[config.mk]
export PLATFORM = sky130hd
export DESIGN_NAME = fetch_decode_pipe
export DESIGN_NICKNAME = d
export VERILOG_FILES = /design/src/rtl/fd_pkg.sv /design/src/rtl/fetch_decode_pipe_ccode.sv /design/src/rtl/fetch_decode_pipe.sv
export SDC_FILE = /design/constraint.sdc
export NUM_CORES = 1
export LEC_CHECK = 0
export CELL_PAD_IN_SITES_DETAIL_PLACEMENT = 0
export CELL_PAD_IN_SITES_GLOBAL_PLACEMENT = 1
export CORE_MARGIN = 5
export CORE_UTILIZATION = 45
export CTS_CLUSTER_SIZE = 28
export DETAILED_ROUTE_END_ITERATION = 7
export GPL_TIMING_DRIVEN = 0
export PLACE_DENSITY = 0.81
export SLEW_MARGIN = 20
export SYNTH_ARGS = -nofsm -noshare
export SYNTH_HDL_FRONTEND = slang
export SYNTH_SLANG_ARGS = --single-unit
[constraint.sdc]
create_clock -name iclk -period 3 [get_ports iclk]
set_clock_uncertainty 0.2 [all_clocks]
set_input_delay 0.6 -clock iclk [delete_from_list [all_inputs] [get_ports iclk]]
set_output_delay 0.6 -clock iclk [all_outputs]
set_load 0.02 [all_outputs]
[src/rtl/fd_pkg.sv]
// Shared definitions for the fetch/decode front end: opcodes, instruction fields, FSM states.
// Latency: none (constants, types and pure functions only).
// Backpressure: not applicable.
package fd_pkg;

    localparam int INSTR_W = 24;

    // Opcodes with a distinct decode; every other value is a plain register-writing op.
    localparam logic [4:0] IMML       = 5'b00110;
    localparam logic [4:0] IMMH       = 5'b00111;
    localparam logic [4:0] BRANCH     = 5'b01000;
    localparam logic [4:0] BRANCH_REG = 5'b01001;
    localparam logic [4:0] LOAD       = 5'b01010;
    localparam logic [4:0] STORE      = 5'b01011;
    localparam logic [4:0] DBLOAD     = 5'b01100;
    localparam logic [4:0] DBSTORE    = 5'b01101;

    // Field positions inside the 24-bit instruction; sr2 aliases the low nibble of imm8.
    localparam int OPC_LSB  = 0;
    localparam int OPC_MSB  = 4;
    localparam int RD_LSB   = 5;
    localparam int RD_MSB   = 8;
    localparam int SR1_LSB  = 9;
    localparam int SR1_MSB  = 12;
    localparam int SR2_LSB  = 13;
    localparam int SR2_MSB  = 16;
    localparam int IMM_LSB  = 13;
    localparam int IMM_MSB  = 20;
    localparam int COND_LSB = 21;
    localparam int COND_MSB = 23;

    typedef enum logic [1:0] {
        FETCH = 2'd0,
        WAIT  = 2'd1,
        HOLD  = 2'd2
    } fdState_t;

    typedef struct packed {
        logic memRead;
        logic memWrite;
        logic memtoReg;
        logic bustoReg;
        logic busWrite;
        logic aluSrc;
    } fdCtrl_t;

    function automatic logic isMemOp(input logic [4:0] op);
        return (op == LOAD) || (op == STORE) || (op == DBLOAD) || (op == DBSTORE);
    endfunction

    function automatic logic writesRd(input logic [4:0] op);
        return !((op == STORE) || (op == DBSTORE) || (op == BRANCH) || (op == BRANCH_REG));
    endfunction

    function automatic fdCtrl_t decodeCtrl(input logic [4:0] op);
        fdCtrl_t c;
        c          = '0;
        c.memRead  = (op == LOAD);
        c.memtoReg = (op == LOAD);
        c.memWrite = (op == STORE);
        c.bustoReg = (op == DBLOAD);
        c.busWrite = (op == DBSTORE);
        c.aluSrc   = isMemOp(op);
        return c;
    endfunction

endpackage

[src/rtl/fetch_decode_pipe_ccode.sv]
// Branch condition evaluator: each cond bit selects one of the N, V, Z flags; true if any selected flag is set.
// Latency: combinational.
// Backpressure: none.
module CCodeEval (
    input  logic [2:0] cond,
    input  logic [2:0] NVZ,
    output logic       cond_true
);

    assign cond_true = |(cond & NVZ);

endmodule

[src/rtl/fetch_decode_pipe.sv]
// Fetch/decode front end: owns the PC, requests instructions, decodes, reads the register file into FD/EX.
// Latency: an instruction presented with iInstrValid appears in FD/EX one clock later.
// Backpressure: iStall freezes PC and FD/EX; flush and load-use hazards insert bubbles. Define RF_BYPASS_EN to forward same-cycle writeback.
module fetch_decode_pipe
    import fd_pkg::*;
#(
    parameter int DATA_W   = 16,
    parameter int ADDR_W   = 16,
    parameter int PC_STEP  = 3,
    parameter int NUM_REGS = 16
) (
    input  logic                iclk,
    input  logic                irst_n,
    output logic [ADDR_W-1:0]   oInstrAddr,
    output logic                oInstrReq,
    input  logic [INSTR_W-1:0]  iInstr,
    input  logic                iInstrValid,
    input  logic                iStall,
    input  logic                iFlush,
    input  logic [2:0]          iNVZ,
    input  logic                iWriteReg,
    input  logic [3:0]          iWriteRegAddr,
    input  logic [DATA_W-1:0]   iWriteRegData,
    output logic                oValid,
    output logic [4:0]          oOpcode,
    output logic [DATA_W-1:0]   oData1,
    output logic [DATA_W-1:0]   oData2,
    output logic [DATA_W-1:0]   oImm,
    output logic [3:0]          oSr1,
    output logic [3:0]          oSr2,
    output logic                oWriteReg,
    output logic [3:0]          oWriteRegAddr,
    output logic                oMemRead,
    output logic                oMemWrite,
    output logic                oMemtoReg,
    output logic                oBustoReg,
    output logic                oBusWrite,
    output logic                oALUSrc
);

    logic [4:0]        curOp;
    logic [3:0]        curRd;
    logic [3:0]        curSr1;
    logic [3:0]        curSr2;
    logic [7:0]        curImm8;
    logic [2:0]        curCond;
    logic [DATA_W-1:0] curImm;
    logic              curWr;
    fdCtrl_t           curCtrl;
    fdCtrl_t           ctrlQ;

    logic [DATA_W-1:0] regFile [NUM_REGS];
    logic [DATA_W-1:0] rdData1;
    logic [DATA_W-1:0] rdData2;

    logic [ADDR_W-1:0] pc;
    logic [ADDR_W-1:0] pcNext;
    logic [ADDR_W-1:0] sextImm;
    logic [ADDR_W-1:0] brOffset;
    logic              reqEn;
    logic              condTrue;

    fdState_t          state;
    fdState_t          stateNext;
    logic              fire;
    logic              hazard;
    logic              doLoad;
    logic              doBubble;

    assign curOp   = iInstr[OPC_MSB:OPC_LSB];
    assign curRd   = iInstr[RD_MSB:RD_LSB];
    assign curSr1  = iInstr[SR1_MSB:SR1_LSB];
    assign curSr2  = iInstr[SR2_MSB:SR2_LSB];
    assign curImm8 = iInstr[IMM_MSB:IMM_LSB];
    assign curCond = iInstr[COND_MSB:COND_LSB];
    assign curWr   = writesRd(curOp);
    assign curCtrl = decodeCtrl(curOp);

    CCodeEval uCond (
        .cond      (curCond),
        .NVZ       (iNVZ),
        .cond_true (condTrue)
    );

`ifdef RF_BYPASS_EN
    assign rdData1 = (iWriteReg && (iWriteRegAddr == curSr1)) ? iWriteRegData : regFile[curSr1];
    assign rdData2 = (iWriteReg && (iWriteRegAddr == curSr2)) ? iWriteRegData : regFile[curSr2];
`else
    assign rdData1 = regFile[curSr1];
    assign rdData2 = regFile[curSr2];
`endif

    // An instruction only counts once a request has actually been issued for it.
    assign fire   = reqEn && iInstrValid;
    assign hazard = fire && oValid && ((oOpcode == LOAD) || (oOpcode == DBLOAD)) &&
                    ((oWriteRegAddr == curSr1) || (oWriteRegAddr == curSr2));

    assign sextImm  = {{(ADDR_W-8){curImm8[7]}}, curImm8};
    assign brOffset = (sextImm + ADDR_W'(1)) * ADDR_W'(PC_STEP);

    // Formatted immediate for the decoded opcode.
    always_comb begin
        curImm = '0;
        if (curOp == IMML) begin
            curImm = DATA_W'(curImm8);
        end else if (curOp == IMMH) begin
            curImm = DATA_W'({curImm8, 8'h00});
        end else if (isMemOp(curOp)) begin
            curImm = {{(DATA_W-8){curImm8[7]}}, curImm8};
        end
    end

    // Register file: writeback port, cleared on reset.
    always_ff @(posedge iclk or negedge irst_n) begin
        if (!irst_n) begin
            for (int i = 0; i < NUM_REGS; i++) begin
                regFile[i] <= '0;
            end
        end else if (iWriteReg) begin
            regFile[iWriteRegAddr] <= iWriteRegData;
        end
    end

    // FSM state register.
    always_ff @(posedge iclk or negedge irst_n) begin
        if (!irst_n) begin
            state <= FETCH;
        end else begin
            state <= stateNext;
        end
    end

    // FSM next state: HOLD tracks a downstream stall, WAIT tracks a missing instruction.
    always_comb begin
        stateNext = state;
        case (state)
            FETCH, WAIT: begin
                if (iStall)     stateNext = HOLD;
                else if (fire)  stateNext = FETCH;
                else if (reqEn) stateNext = WAIT;
                else            stateNext = FETCH;
            end
            HOLD: begin
                if (iStall)           stateNext = HOLD;
                else if (iInstrValid) stateNext = FETCH;
                else                  stateNext = WAIT;
            end
            default: stateNext = FETCH;
        endcase
    end

    // FSM outputs: flush beats hazard beats stall; with nothing to decode a bubble enters FD/EX.
    always_comb begin
        doLoad   = 1'b0;
        doBubble = 1'b0;
        if (iFlush || hazard) begin
            doBubble = 1'b1;
        end else if (iStall) begin
            doBubble = 1'b0;
        end else if (fire) begin
            doLoad = 1'b1;
        end else begin
            doBubble = 1'b1;
        end
    end

    // Next PC: only a decoded instruction advances it; all arithmetic wraps at ADDR_W.
    always_comb begin
        pcNext = pc;
        if (doLoad) begin
            if ((curOp == BRANCH) && condTrue) begin
                pcNext = pc + brOffset;
            end else if ((curOp == BRANCH_REG) && condTrue) begin
                pcNext = ADDR_W'(rdData1);
            end else begin
                pcNext = pc + ADDR_W'(PC_STEP);
            end
        end
    end

    // PC and request enable; the request rises on the first clock after reset.
    always_ff @(posedge iclk or negedge irst_n) begin
        if (!irst_n) begin
            pc    <= '0;
            reqEn <= 1'b0;
        end else begin
            pc    <= pcNext;
            reqEn <= 1'b1;
        end
    end

    assign oInstrAddr = pc;
    assign oInstrReq  = reqEn;

    // FD/EX pipeline register: load, clear to bubble, or hold.
    always_ff @(posedge iclk or negedge irst_n) begin
        if (!irst_n) begin
            oValid        <= 1'b0;
            oOpcode       <= '0;
            oData1        <= '0;
            oData2        <= '0;
            oImm          <= '0;
            oSr1          <= '0;
            oSr2          <= '0;
            oWriteReg     <= 1'b0;
            oWriteRegAddr <= '0;
            ctrlQ         <= '0;
        end else if (doLoad) begin
            oValid        <= 1'b1;
            oOpcode       <= curOp;
            oData1        <= rdData1;
            oData2        <= rdData2;
            oImm          <= curImm;
            oSr1          <= curSr1;
            oSr2          <= curSr2;
            oWriteReg     <= curWr;
            oWriteRegAddr <= curWr ? curRd : 4'd0;
            ctrlQ         <= curCtrl;
        end else if (doBubble) begin
            oValid        <= 1'b0;
            oOpcode       <= '0;
            oData1        <= '0;
            oData2        <= '0;
            oImm          <= '0;
            oSr1          <= '0;
            oSr2          <= '0;
            oWriteReg     <= 1'b0;
            oWriteRegAddr <= '0;
            ctrlQ         <= '0;
        end
    end

    assign oMemRead  = ctrlQ.memRead;
    assign oMemWrite = ctrlQ.memWrite;
    assign oMemtoReg = ctrlQ.memtoReg;
    assign oBustoReg = ctrlQ.bustoReg;
    assign oBusWrite = ctrlQ.busWrite;
    assign oALUSrc   = ctrlQ.aluSrc;

endmodule

==> results of run 1 <==
## synthesized netlist by cell type, types with 4 or more instances
library cell / n / area (um2)
nand2_1: 50 / 188
nor3_1: 10 / 50.1
xor2_1: 16 / 140
xnor2_1: 20 / 175
nor2_1: 44 / 165
a21o_1: 10 / 75.1
a22o_1: 54 / 473
buf_2: 21 / 105
buf_4: 5 / 37.5
a211oi_1: 7 / 52.6
mux4_2: 155 / 3490
mux2_2: 259 / 2920
ha_1: 33 / 413
nand4_1: 6 / 37.5
o21ai_0: 41 / 205
a21oi_1: 44 / 220
clkbuf_1: 67 / 251
mux2i_1: 8 / 80.1
dfrtp_1: 345 / 8630
buf_1: 9 / 33.8
nand2b_1: 14 / 87.6
nor4_1: 4 / 25.0
inv_1: 11 / 41.3
nand3b_1: 4 / 30.0
o21a_1: 7 / 52.6
o31ai_1: 4 / 30.0
nand3_1: 16 / 80.1
o21ai_1: 7 / 35.0
## path summary, 6_finish.rpt
kind                                                    to  slack [ns]  cells past startpoint
worst max-delay path            oInstrAddr[13]$_DFFE_PN0P_       -1.08                     23
max in group asynchronous              oImm[3]$_DFFE_PN0P_        0.87                      4
min in group asynchronous         regFile[105]$_DFFE_PN0P_        0.37                      2
worst min-delay path                oData1[11]$_DFFE_PN0P_        0.28                      1
worst max register to register  oInstrAddr[14]$_DFFE_PN0P_        0.15                      8
worst min register to register      oData1[11]$_DFFE_PN0P_        0.28                      1
## cell type report
cell class	instances	share of cell area [%]
plain buffers	106	2.75
clock buffers	60	5.14
clock inverters	7	0.334
inverters	11	0.221
multi-input cells	873	43.9
flip-flops and latches	345	37.2
well taps	532	2.87
repair buffers	176	7.58
## worst max-delay path, stage by stage
cell       delay, ns
buf_12          0.11
buf_8           0.12
buf_12          0.13
inv_8           0.05
ha_4            0.20
inv_4           0.05
ha_4            0.19
ha_4            0.16
fa_2            0.34
a21o_1          0.20
a21oi_2         0.16
o21bai_1        0.09
a21oi_2         0.18
o21ai_2         0.10
xnor2_2         0.27
ha_4            0.26
a21o_4          0.22
a2111oi_4       0.20
o21ai_2         0.14
a21boi_1        0.20
xnor2_1         0.10
a21oi_1         0.16
o21ai_1         0.07
## layer usage
layer | track usage, % | up-vias
met2 | 42.6 | 498
met3 | 5.39 | 112
met5 | 0 | -
met4 | 6.72 | 0
met1 | 34.5 | 7097
li1 | - | 5586
## power by group through the flow
stage	sequential (mW)	combinational, mW	clock, mW
2_1_floorplan	6.15	2.88	0
4_1_cts	6.22	4.24	4.81
3_5_place_dp	6.29	4.04	0
6_report	6.26	4.52	4.75
5_1_grt	6.36	4.84	5.00
3_3_place_gp	6.22	3.93	0
## what timing repair did
action,4_1_cts,5_1_grt
pin swaps,36,35
buffers inserted,27,7
setup endpoints to repair,166,109
endpoints found under the hold margin,76,0
resized for setup,86,71
hold buffers,1,0
## logic make-up after synthesis
kind of cell    after synthesis  synth area share, %
mux                         425                 35.0
xor+xnor                     36                 1.68
buf+inv                     117                 2.79
compound gates              204                 7.43
flops                       345                 46.1
fa+ha+maj                    35                 2.42
other cells                   1               0.0200
simple gates                172                 4.49
## through the flow
stage	worst slack [ns]	hold WS (ns)	util, %
after floorplan	-1.52	0.104	-
after global placement	-13.97	0.262	51.3
after detailed placement	-2.84	0.271	51.5
after CTS	-1.02	0.270	55.8
after global routing	-1.26	0.302	56.6
final	-1.08	0.283	56.6
## cells in the final DEF, fill, tap and decap left out, types with 14 or more instances in the layout
| cell type | n |
|---|---|
| dfrtp_1 | 345 |
| clkbuf_1 | 50 |
| buf_4 | 33 |
| nand3_1 | 14 |
| mux4_2 | 155 |
| ha_4 | 20 |
| buf_2 | 20 |
| clkdlybuf4s50_1 | 133 |
| a21oi_1 | 33 |
| xnor2_1 | 15 |
| clkbuf_8 | 15 |
| o21ai_1 | 14 |
| o21ai_0 | 24 |
| mux2_2 | 259 |
| clkbuf_16 | 40 |
| clkbuf_2 | 17 |
| a22o_1 | 54 |
| nand2_1 | 50 |
| nor2_1 | 36 |
## state kept, by name, indices dropped and copies added, names as in the netlist
signal         count
oImm              16
regFile          256
oInstrReq          1
oBustoReg          1
oBusWrite          1
oSr2               4
oSr1               4
oMemRead           1
oALUSrc            1
oOpcode            5
oData1            16
oWriteRegAddr      4
oData2            16
oMemWrite          1
oInstrAddr        16
oWriteReg          1
oValid             1
==> flow_metrics.py, run 1 <==
metrics = {
    "timing": {
        "tightest_slew_ns": 1.16,
        "setup_viol": 12,
        "drv_slew": 0,
        "period_share_pct": 136,
        "max_freq_mhz": 245,
        "final-hold-violation-count": 0,
        "period_minus_slack_ns": 4.08,
        "timing.final.ws_setup_ns": -1.08,
        "rsz0062_at_grt": "yes",
        "tns_ns": -8.60,
        "slew_headroom_pct": 22.9,
    },
    "route": {
        "drt-wirelength-per-cell_um": 28.2,
        "firstDrtPassIters": 7,
        "routed.top_layer": "met4",
        "drc": 0,
        "wl_met3_mm": 3.95,
        "viasPerCell": 6.30,
        "routedLengthMet1_mm": 24.7,
        "vias": 13300,
        "drtIter0Drc": 1018,
        "routed_wl_mm": 59.5,
        "drtAntennaViolNets": 0,
        "routed-wl-met2_mm": 29.0,
    },
    "worst_setup_path": {
        "critPathArrivalTime_ns": 4.32,
        "path_max_fanout": 3,
        "critPathKind": "in -> reg",
        "setup.worst_path.end_class": "register",
        "cp-start-kind": "primary input",
        "cp-startpoint": "iInstr[13]",
        "r2r_start": "oInstrAddr[1]$_DFFE_PN0P_",
        "required_ns": 3.24,
    },
    "clocking": {
        "cts_buffers": 39,
        "insertion_delay_ns": 0.58,
        "clk_path_buf_depth": 3,
        "cts.sinks": 345,
        "htree_levels": 2,
        "path_clk_slew_ns": 0.05,
        "cts_tree": "yes",
        "cts-root-buf": "clkbuf_16",
    },
    "power_and_ir_drop": {
        "leakagePower_nw": 9.56,
        "swShare_pct": 30.2,
        "sequentialPowerShare_pct": 40.3,
        "p_switching_mw": 4.70,
        "finalPower_mw": 15.5,
        "ir_worst_vdd_uv": 395,
        "p_comb_share_pct": 29.1,
        "power_density_mw_per_mm2": 669,
        "internal-power_mw": 10.8,
        "pwr-share-clk_pct": 30.6,
    },
    "floorplan": {
        "ios": 143,
        "placement_rows": 74,
        "start_util_pct": 45.6,
        "die_height_um": 214,
        "core_mm2": 0.0410,
        "die_area_mm2": 0.0458,
        "die_x_um": 214,
    },
    "yosys": {
        "ys_seq_area_share_pct": 46.1,
        "synth_cell_type_count": 66,
        "ys_warn_count": 0,
        "async_flop_share_pct": 100,
        "synthesis.nets": 1423,
        "ys_seq_elements": 345,
        "synth_area_per_cell_um2": 14.0,
        "synthCells": 1335,
        "synth_ff_type": "dfrtp_1",
        "syn_area_mm2": 0.0187,
        "synth_edf_count": 0,
    },
    "layout": {
        "seqCellArea_mm2": 0.00863,
        "multi_input_area_mm2": 0.0102,
        "drive_gt1_share_pct": 41.9,
        "fin_cells": 2110,
        "antenna_cells": 0,
        "final_nets": 1640,
        "stdcell_area_mm2": 0.0232,
        "syn_to_final_growth_pct": 24.1,
        "fill_cells": 3237,
    },
    "global_route": {
        "grt_pass1_vias": 13900,
        "grt_max_degree": 95,
        "track_usage_pct": 25.5,
        "grt_remaining_overflow": 0,
        "grt_pass1_wl_mm": 89.2,
        "antenna_found_initial": 0,
    },
    "place": {
        "post-place-cells": 2009,
        "hpwl_mm": 39.4,
        "gp_congestion": 0.895,
        "port-buffer-count": 139,
        "place_area_mm2": 0.0211,
    },
    "outcome": {
        "status": "complete, but fails checks",
        "violations": "setup timing",
    },
    "hold_path": {
        "min_path_type": "reg -> reg",
        "worst_hold_startpoint": "oData1[11]$_DFFE_PN0P_",
    },
    "flow_run": {
        "drv_cap": 0,
    },
}
(Power assumes the default switching activity.)
==> run 2: changes to the inputs <==
MAX_ROUTING_LAYER = met4   (was default)
SETUP_SLACK_MARGIN = 0.5   (was default)
clock period = 4.55 ns   (was 3 ns; I/O delays follow)
==> run 2 against run 1 <==
  * The run now ends clean
  * Non-clock buffer count decreased by 3
  * Sequential cell count unchanged
  * First-iteration DRC count decreased by 4.7%
  * Worst hold slack got worse by 0.16 ns
  * Via count decreased by 0.41%
  * Critical endpoint is now oInstrAddr[15]$_DFFE_PN0P_
==> flow_metrics.py, run 2 (synthesis results as in run 1) <==
metrics = {
    "worst_setup_path": {
        "cp-start-kind": "primary input",
        "worstPathCellList": "buf_8, buf_8, buf_12, inv_8, ha_4, inv_2, ha_4, ha_4, fa_2, a21o_1, a21oi_2, o21bai_1, a21oi_2, o21ai_2, xnor2_2, ha_4, a21o_1, a2111oi_4, o21ai_2, a21oi_2, xor2_1, nand3_1, o211ai_1",
        "path_common_cell": "ha_4",
        "required_ns": 4.81,
        "path_max_fanout": 3,
        "r2r_start": "oWriteRegAddr[0]$_DFFE_PN0P_",
        "reg2reg_slack_ns": 0.97,
        "critPathKind": "in -> reg",
        "rr_worst_depth": 7,
        "rr_endpoint": "oData2[2]$_DFFE_PN0P_",
        "setup.worst_path.end_class": "register",
        "critPathArrivalTime_ns": 4.67,
        "slowest_stage": "fa_2",
        "slowest_delay_ns": 0.34,
    },
    "global_route": {
        "track_usage_pct": 26.0,
        "grt_pass1_wl_mm": 88.0,
        "grt_remaining_overflow": 0,
        "antenna_found_initial": 0,
        "grt_max_degree": 89,
        "grt_pass1_vias": 13800,
    },
    "floorplan": {
        "die_x_um": 214,
        "placement_rows": 74,
        "start_util_pct": 45.6,
        "core_mm2": 0.0410,
        "die_height_um": 214,
        "ios": 143,
        "die_area_mm2": 0.0458,
    },
    "layout": {
        "layout_common_cells": "dfrtp_1, mux2_2, mux4_2",
        "layout_commonest_cell": "dfrtp_1",
        "antenna_cells": 0,
        "syn_to_final_growth_pct": 22.4,
        "fill_cells": 3287,
        "seqCellArea_mm2": 0.00863,
        "top_register": "regFile",
        "largest_reg_flops": 256,
        "multi_input_area_mm2": 0.0101,
        "drive_gt1_share_pct": 39.1,
        "stdcell_area_mm2": 0.0229,
        "final_nets": 1636,
    },
    "timing": {
        "slew_headroom_pct": 21.6,
        "max_freq_mhz": 227,
        "final-hold-violation-count": 0,
        "setup_viol": 0,
        "period_share_pct": 96.9,
        "tightest_slew_ns": 1.18,
        "period_minus_slack_ns": 4.41,
        "rsz0062_at_grt": "yes",
        "timing.final.ws_setup_ns": 0.139,
        "drv_slew": 0,
        "timing.hold.ws_ns": 0.121,
    },
    "clocking": {
        "htree_levels": 2,
        "cts_tree": "yes",
        "cts-root-buf": "clkbuf_16",
        "cts_buffers": 38,
        "cts.sinks": 345,
        "ctsHoldBuffers": 0,
        "path_clk_slew_ns": 0.06,
        "clk_path_buf_depth": 3,
        "insertion_delay_ns": 0.57,
    },
    "power_and_ir_drop": {
        "leakagePower_nw": 9.42,
        "p_comb_share_pct": 28.4,
        "power_density_mw_per_mm2": 435,
        "finalPower_mw": 9.97,
        "pwr-share-clk_pct": 30.3,
        "sequentialPowerShare_pct": 41.3,
        "p_switching_mw": 3.03,
        "swShare_pct": 30.3,
        "ir_worst_vdd_uv": 256,
        "internal-power_mw": 6.95,
    },
    "outcome": {
        "status": "completed",
    },
    "route": {
        "drtAntennaViolNets": 0,
        "drc": 0,
        "firstDrtPassIters": 5,
        "vias": 13200,
        "routed_wl_mm": 58.8,
        "drt-wirelength-per-cell_um": 27.9,
        "viasPerCell": 6.28,
        "drtIter0Drc": 970,
    },
    "place": {
        "place_area_mm2": 0.0211,
        "pre_cts_ws_ns": -1.58,
        "hpwl_mm": 39.7,
        "gp_congestion": 0.884,
        "port-buffer-count": 139,
    },
    "hold_path": {
        "min_path_type": "in -> async",
    },
    "flow_run": {
        "drv_cap": 0,
    },
}
==> run 2: cell types whose count changed in the layout (fill, tap and decap cells not counted), sizes merged <==
cell,previous run,this run
buf,79,77
clkinv,5,6
clkinvlp,1,0
dlygate4sd3,1,0
inv,12,13
==> run 2: through the flow <==
step | util (%) | cells | setup TNS [ns]
after global placement | 51.2 | 2006 | -4397.53
after detailed placement | 51.5 | 2009 | -12.35
final | 55.9 | 2108 | 0
after floorplan | - | 1335 | -0.687
after CTS | 55.4 | 2104 | 0
after global routing | 55.9 | 2108 | 0
==> run 2: critical path, delay by kind of cell <==
family | cells | cell delay, ns
AO/OA/AOI/OAI | 10 | 1.56
XOR/XNOR | 2 | 0.49
adder cells (fa/ha/maj) | 5 | 1.14
buffers and inverters | 5 | 0.47
AND/OR/NAND/NOR | 1 | 0.10
==> run 2: what timing repair did <==
item,in CTS,in global routing
endpoints found under the setup margin,21,10
resized for setup,65,29
pin swaps,37,21
cloned,0,0
setup buffers,27,4
==> run 2: area by class of cell <==
type                       count  share of cell area [%]
multi-input combinational    873                    43.9
sequential                   345                    37.7
timing repair buffer         173                    7.56
clock buffer                  60                    4.86
tap                          532                    2.91
buffer                       106                    2.52
clock inverter                 8                   0.366
inverter                      11                   0.213
==> run 2: worst max path at each step <==
stage                          start                         end  cells past startpoint
after floorplan           iInstr[13]  oInstrAddr[15]$_DFFE_PN0P_                     22
after global placement        irst_n       oBusWrite$_DFFE_PN0P_                      1
after detailed placement  iInstr[13]  oInstrAddr[15]$_DFFE_PN0P_                     23
after CTS                 iInstr[13]  oInstrAddr[12]$_DFFE_PN0P_                     19
after global routing      iInstr[13]  oInstrAddr[15]$_DFFE_PN0P_                     23
final                     iInstr[13]  oInstrAddr[15]$_DFFE_PN0P_                     23
==> run 2: metal layers <==
metal / track usage (%) / wire length [um] / vias up
met5: - / 0 / -
met4: 8.46 / 1850 / 0
met3: 5.76 / 4510 / 118
met2: 41.4 / 28500 / 543
met1: 33.7 / 23900 / 7001
li1: - / - / 5577
==> run 2: power groups by stage <==
stage / registers, mW / logic, mW / clock network [mW]
finish: 4.12 / 2.83 / 3.02
global route: 4.19 / 3.04 / 3.16
CTS: 4.10 / 2.73 / 3.05
detailed placement: 4.15 / 2.63 / 0
global placement: 4.10 / 2.56 / 0
floorplan: 4.05 / 1.87 / 0
==> run 3: changes to the inputs <==
CTS_CLUSTER_SIZE = 40   (was 28)
==> results of run 3 <==
No change in the layout: final DEF, timing and power equal those of run 2.
==> RTL change 1, RTL diff (flow settings as in run 3) <==
Set the parameter `ADDR_W` to 17 (it was 16).
--- a/src/rtl/fetch_decode_pipe.sv
+++ b/src/rtl/fetch_decode_pipe.sv
@@ -6,5 +6,5 @@
 #(
     parameter int DATA_W   = 16,
-    parameter int ADDR_W   = 16,
+    parameter int ADDR_W   = 17,
     parameter int PC_STEP  = 3,
     parameter int NUM_REGS = 16
Ports: changed (resized oInstrAddr); port bits go from 143 to 144. No check against the original RTL was run, so the function may have changed too.
==> RTL change 1 against run 3 <==
Non-clock buffer count fell by 3. Global-route usage rose by 0.20 points. Area after synthesis rose by 0.20%. Final cell count fell by 0.47%. Via count rose by 0.30%. Sequential cell count rose by 1. Power rose by 1.2%. Routed wire length rose by 0.24%. Final area barely moved. Worst setup slack got worse by 0.095 ns. Sequential share of layout area rose by 0.097 points. First-iteration DRC count rose by 23%. Critical endpoint is now oInstrAddr[16].
==> RTL change 1: results (changes against run 3) <==
stage,metric,value,unit,change
outcome,outcome,completed,,unchanged
critical_path,Crit path arrival time,4.74,ns,was 4.67 ns
place,dpl cells,2003,,"was 2,009"
routing,DRT met1 WL,23700,um,"was 23,900 um"
global_routing,routing usage on met1,34.1,%,was 33.7%
timing,final worst path period share,99.0,%,was 96.9%
critical_path,CP top delay family,compound AO/OA/AOI/OAI gates,,unchanged
routing,Routed wire per std cell,28.1,um,was 27.9 um
clock_tree,TritonCTS buffer count,39,,was 38
cells_and_area,# fillers,3344,,"was 3,287"
synthesis,synth unique cells,61,,was 66
pwr,Peak VDD IR,0.000267,V,was 0.000256 V
synthesis,"Net Count, Synth",1420,,"was 1,423"
synthesis,Synth Area per Inst,14.1,um2,was 14.0 um2
place,pre-CTS WS,-1.56,ns,was -1.58 ns
pwr,power share of the combinational group,27.1,%,was 28.4%
critical_path,biggest cell delay along the critical path,0.30,ns,was 0.34 ns
global_routing,GR Layer Usage met3,4.56,%,was 5.76%
clock_tree,Resized cells post-CTS,53,,was 65
global_routing,met2 Use GR,42.2,%,was 41.4%
routing,Starting DRT DRC Count,1189,,was 970
critical_path,r2r endpoint,oInstrAddr[8],,was oData2[2]
routing,met2 WL post-DR,28600,um,"was 28,500 um"
cells_and_area,share of cells above drive strength 1,39.4,%,was 39.1%
place,I/O Buffers,137,,was 139
global_routing,largest net degree at the start of global routing,99,,was 89
pwr,sequential fraction of design power,41.0,%,was 41.3%
pwr,Sw Share,29.3,%,was 30.3%
global_routing,vias in the first global route,13700,,"was 13,800"
critical_path,worst reg2reg path startpoint,oWriteRegAddr[3],,was oWriteRegAddr[0]
timing,slew at the pin with the worst max-slew slack,1.20,ns,was 1.18 ns
routing,met3 routed WL,4280,um,was 4510 um
critical_path,worst reg-to-reg setup slack,1.48,ns,was 0.97 ns
synthesis,top post-synthesis cells by area,"dfrtp_1 (46%), mux4_2 (19%), mux2_2 (15%), a22o_1 (2.7%), ha_1 (2.3%)",,"was dfrtp_1 (46%), mux4_2 (19%), mux2_2 (16%), a22o_1 (2.5%), ha_1 (2.2%)"
critical_path,slowest cell on the critical path,ha_1,,was fa_2
clock_tree,setup bufs post-CTS,24,,was 27
synthesis,Synth top cells by count,"dfrtp_1 (346), mux2_2 (256), mux4_2 (160), clkbuf_1 (61), a22o_1 (57)",,"was dfrtp_1 (345), mux2_2 (259), mux4_2 (155), clkbuf_1 (67), a22o_1 (54)"
global_routing,first-pass GRT wire length,89000,um,"was 88,000 um"
pwr,static leakage power,9.42,nW,about the same
routing,Via density,6.33,,was 6.28
global_routing,antenna violations before repair,0,,unchanged
pwr,Pwr per Cell Area,440,nW/um2,was 435 nW/um2
[RTL change 1: final cells by class]
type	count	area, um2	area share [%]
clock inverters	8	136	0.595
repair buffers	168	1680	7.34
flip-flops and latches	346	8660	37.8
multi-input cells	864	9950	43.4
clock buffers	59	1160	5.07
plain buffers	108	608	2.65
inverters	13	56.3	0.246
well taps	532	666	2.90
[RTL change 1: cell families (layout without fill, tap and decap cells)]
kind of cell	after synthesis	in the layout	synth area share, %
mux	419	419	34.7
flops	346	346	46.2
compound gates	194	194	7.17
simple gates	175	175	4.56
buf+inv	121	356	3.02
xor+xnor	39	39	1.82
fa+ha+maj	36	36	2.48
other cells	1	1	0.0200
[RTL change 1: stage by stage]
| step | util (%) | cell area [um2] | hold WS (ns) |
|---|---|---|---|
| finish | 55.9 | 22900 | 0.112 |
| global route | 55.9 | 22900 | 0.177 |
| CTS | 55.4 | 22700 | 0.127 |
| detailed placement | 51.4 | 21100 | 0.273 |
| global placement | 51.2 | 21000 | 0.265 |
| floorplan | - | 19000 | 0.291 |
==> RTL change 2, RTL diff (config.mk and constraints of run 3) <==
Without the edit above. Reset style: synchronous (`irst_n`), changed in 4 clocked blocks.
--- a/src/rtl/fetch_decode_pipe.sv
+++ b/src/rtl/fetch_decode_pipe.sv
@@ -112,5 +112,5 @@
 
     // Register file: writeback port, cleared on reset.
-    always_ff @(posedge iclk or negedge irst_n) begin
+    always_ff @(posedge iclk) begin
         if (!irst_n) begin
             for (int i = 0; i < NUM_REGS; i++) begin
@@ -123,5 +123,5 @@
 
     // FSM state register.
-    always_ff @(posedge iclk or negedge irst_n) begin
+    always_ff @(posedge iclk) begin
         if (!irst_n) begin
             state <= FETCH;
@@ -180,5 +180,5 @@
 
     // PC and request enable; the request rises on the first clock after reset.
-    always_ff @(posedge iclk or negedge irst_n) begin
+    always_ff @(posedge iclk) begin
         if (!irst_n) begin
             pc    <= '0;
@@ -194,5 +194,5 @@
 
     // FD/EX pipeline register: load, clear to bubble, or hold.
-    always_ff @(posedge iclk or negedge irst_n) begin
+    always_ff @(posedge iclk) begin
         if (!irst_n) begin
             oValid        <= 1'b0;
Behaviour: differs if irst_n is asserted again (counterexample within 4 cycles, from zero or initial values and one cycle with irst_n low); with irst_n held inactive, the same outputs for 4 cycles.
==> RTL change 2 against run 3 <==
Routed wire length is 8.4% higher. Final area is 2.8% higher. Sequential cell count stayed put. Critical endpoint is now oInstrAddr[15]. Synthesized cell count is 9.7% higher. Register-to-register slack better by 0.50 ns. Area after synthesis is 0.86% higher. Largest cell class is now registers. Worst setup slack worse by 0.084 ns.
Power is not compared: it rests on default switching activity, and its combinational part moved more than twofold at a synthesized area within 25%.
==> RTL change 2: results (changes against run 3) <==
stage,metric,value,unit,change
timing,final setup margin,0.0553,ns,was 0.139 ns
critical_path,Worst Path Max Fanout,4,,was 3
synthesis,Synth top cells by count,"and2_1 (257), edfxtp_1 (256), mux4_2 (133), dfxtp_1 (89), clkbuf_1 (75)",,"was dfrtp_1 (345), mux2_2 (259), mux4_2 (155), clkbuf_1 (67), a22o_1 (54)"
synthesis,Post-Synth Adder-Cell Area,2.39,%,was 2.42%
synthesis,Synth Flop Type,edfxtp_1,,was dfrtp_1
synthesis,Synth Area per Inst,12.9,um2,was 14.0 um2
outcome,outcome,completed,,unchanged
routing,first drt pass iteration count,8,,was 5
routing,Post-Route WL,63700,um,"was 58,800 um"
place,pre-CTS WS,-1.58,ns,about the same
global_routing,largest net degree at the start of global routing,17,,was 89
global_routing,GR Layer Usage met3,6.08,%,was 5.76%
place,DP Wirelength,46200,um,"was 39,700 um"
synthesis,"EDFF count, synth",256,,was 0
place,DP Area,21400,um2,"was 21,100 um2"
timing,Slew headroom,25.6,%,was 21.6%
place,I/O Buffers,138,,was 139
global_routing,met2 Use GR,45.4,%,was 41.4%
critical_path,worst reg-to-reg setup slack,1.47,ns,was 0.97 ns
clock_tree,setup bufs post-CTS,31,,was 27
critical_path,Critical Path Source,iInstr[14],,was iInstr[13]
global_routing,routing usage on met1,34.7,%,was 33.7%
synthesis,top post-synthesis cells by area,"edfxtp_1 (41%), mux4_2 (16%), dfxtp_1 (9.4%), and2_1 (8.5%), ha_1 (2.1%)",,"was dfrtp_1 (46%), mux4_2 (19%), mux2_2 (16%), a22o_1 (2.5%), ha_1 (2.2%)"
synthesis,"Net Count, Synth",1552,,"was 1,423"
routing,met3 routed WL,6380,um,was 4510 um
place,gp weighted congestion,0.940,,was 0.884
cells_and_area,Final nets,1781,,"was 1,636"
routing,DRT met1 WL,23600,um,"was 23,900 um"
==> RTL change 2: area by class of cell <==
class / instances / area, um2
diodes: 1 / 2.50
plain buffers: 119 / 756
clock buffers: 47 / 1040
clock inverters: 20 / 328
fillers: 3392 / 18200
inverters: 19 / 78.8
multi-input cells: 982 / 9340
flip-flops and latches: 345 / 9470
well taps: 539 / 674
repair buffers: 189 / 1850
==> RTL change 2: kinds of logic (layout without fill, tap and decap cells) <==
kind of cell               Yosys count  in the layout
adders and majority gates           35             35
AOI/OAI and AO/OA                  233            233
xor gates and xnor gates            41             41
DFF                                345            345
muxes                              162            162
buffers and inverters              138            394
other                                0              1
and+or+nand+nor                    511            511
==> RTL change 2: critical path, cell delays in order <==
cell and delay, ns:
buf_12 0.11, buf_12 0.12, buf_12 0.12, clkbuf_16 0.14, clkbuf_16 0.16, nand2_8 0.08
nor2_4 0.04, xnor2_2 0.14, ha_1 0.33, ha_4 0.26, buf_6 0.12, nand3_2 0.08
a21oi_2 0.05, o31a_1 0.36, o21ai_4 0.28, xor2_4 0.26, buf_4 0.16, buf_6 0.11
ha_4 0.20, a21o_1 0.17, a41oi_2 0.18, xnor2_1 0.11, o41ai_1 0.22
==> RTL change 2: how the worst min path moves through the flow <==
stage                 start       to  slack, ns  cells after the start
finish              oImm[0]  oImm[0]       0.25                      2
global placement    oImm[4]  oImm[4]       0.24                      2
global route        oImm[6]  oImm[6]       0.28                      2
floorplan           oImm[4]  oImm[4]       0.33                      2
CTS                 oImm[0]  oImm[0]       0.26                      2
detailed placement  oImm[0]  oImm[0]       0.25                      2
==> RTL change 2: report_power, final <==
part / switching [mW] / internal (mW) / total (mW)
combinational: 0.676 / 0.573 / 1.25
clock: 1.30 / 2.13 / 3.42
sequential: 0.0810 / 3.52 / 3.60
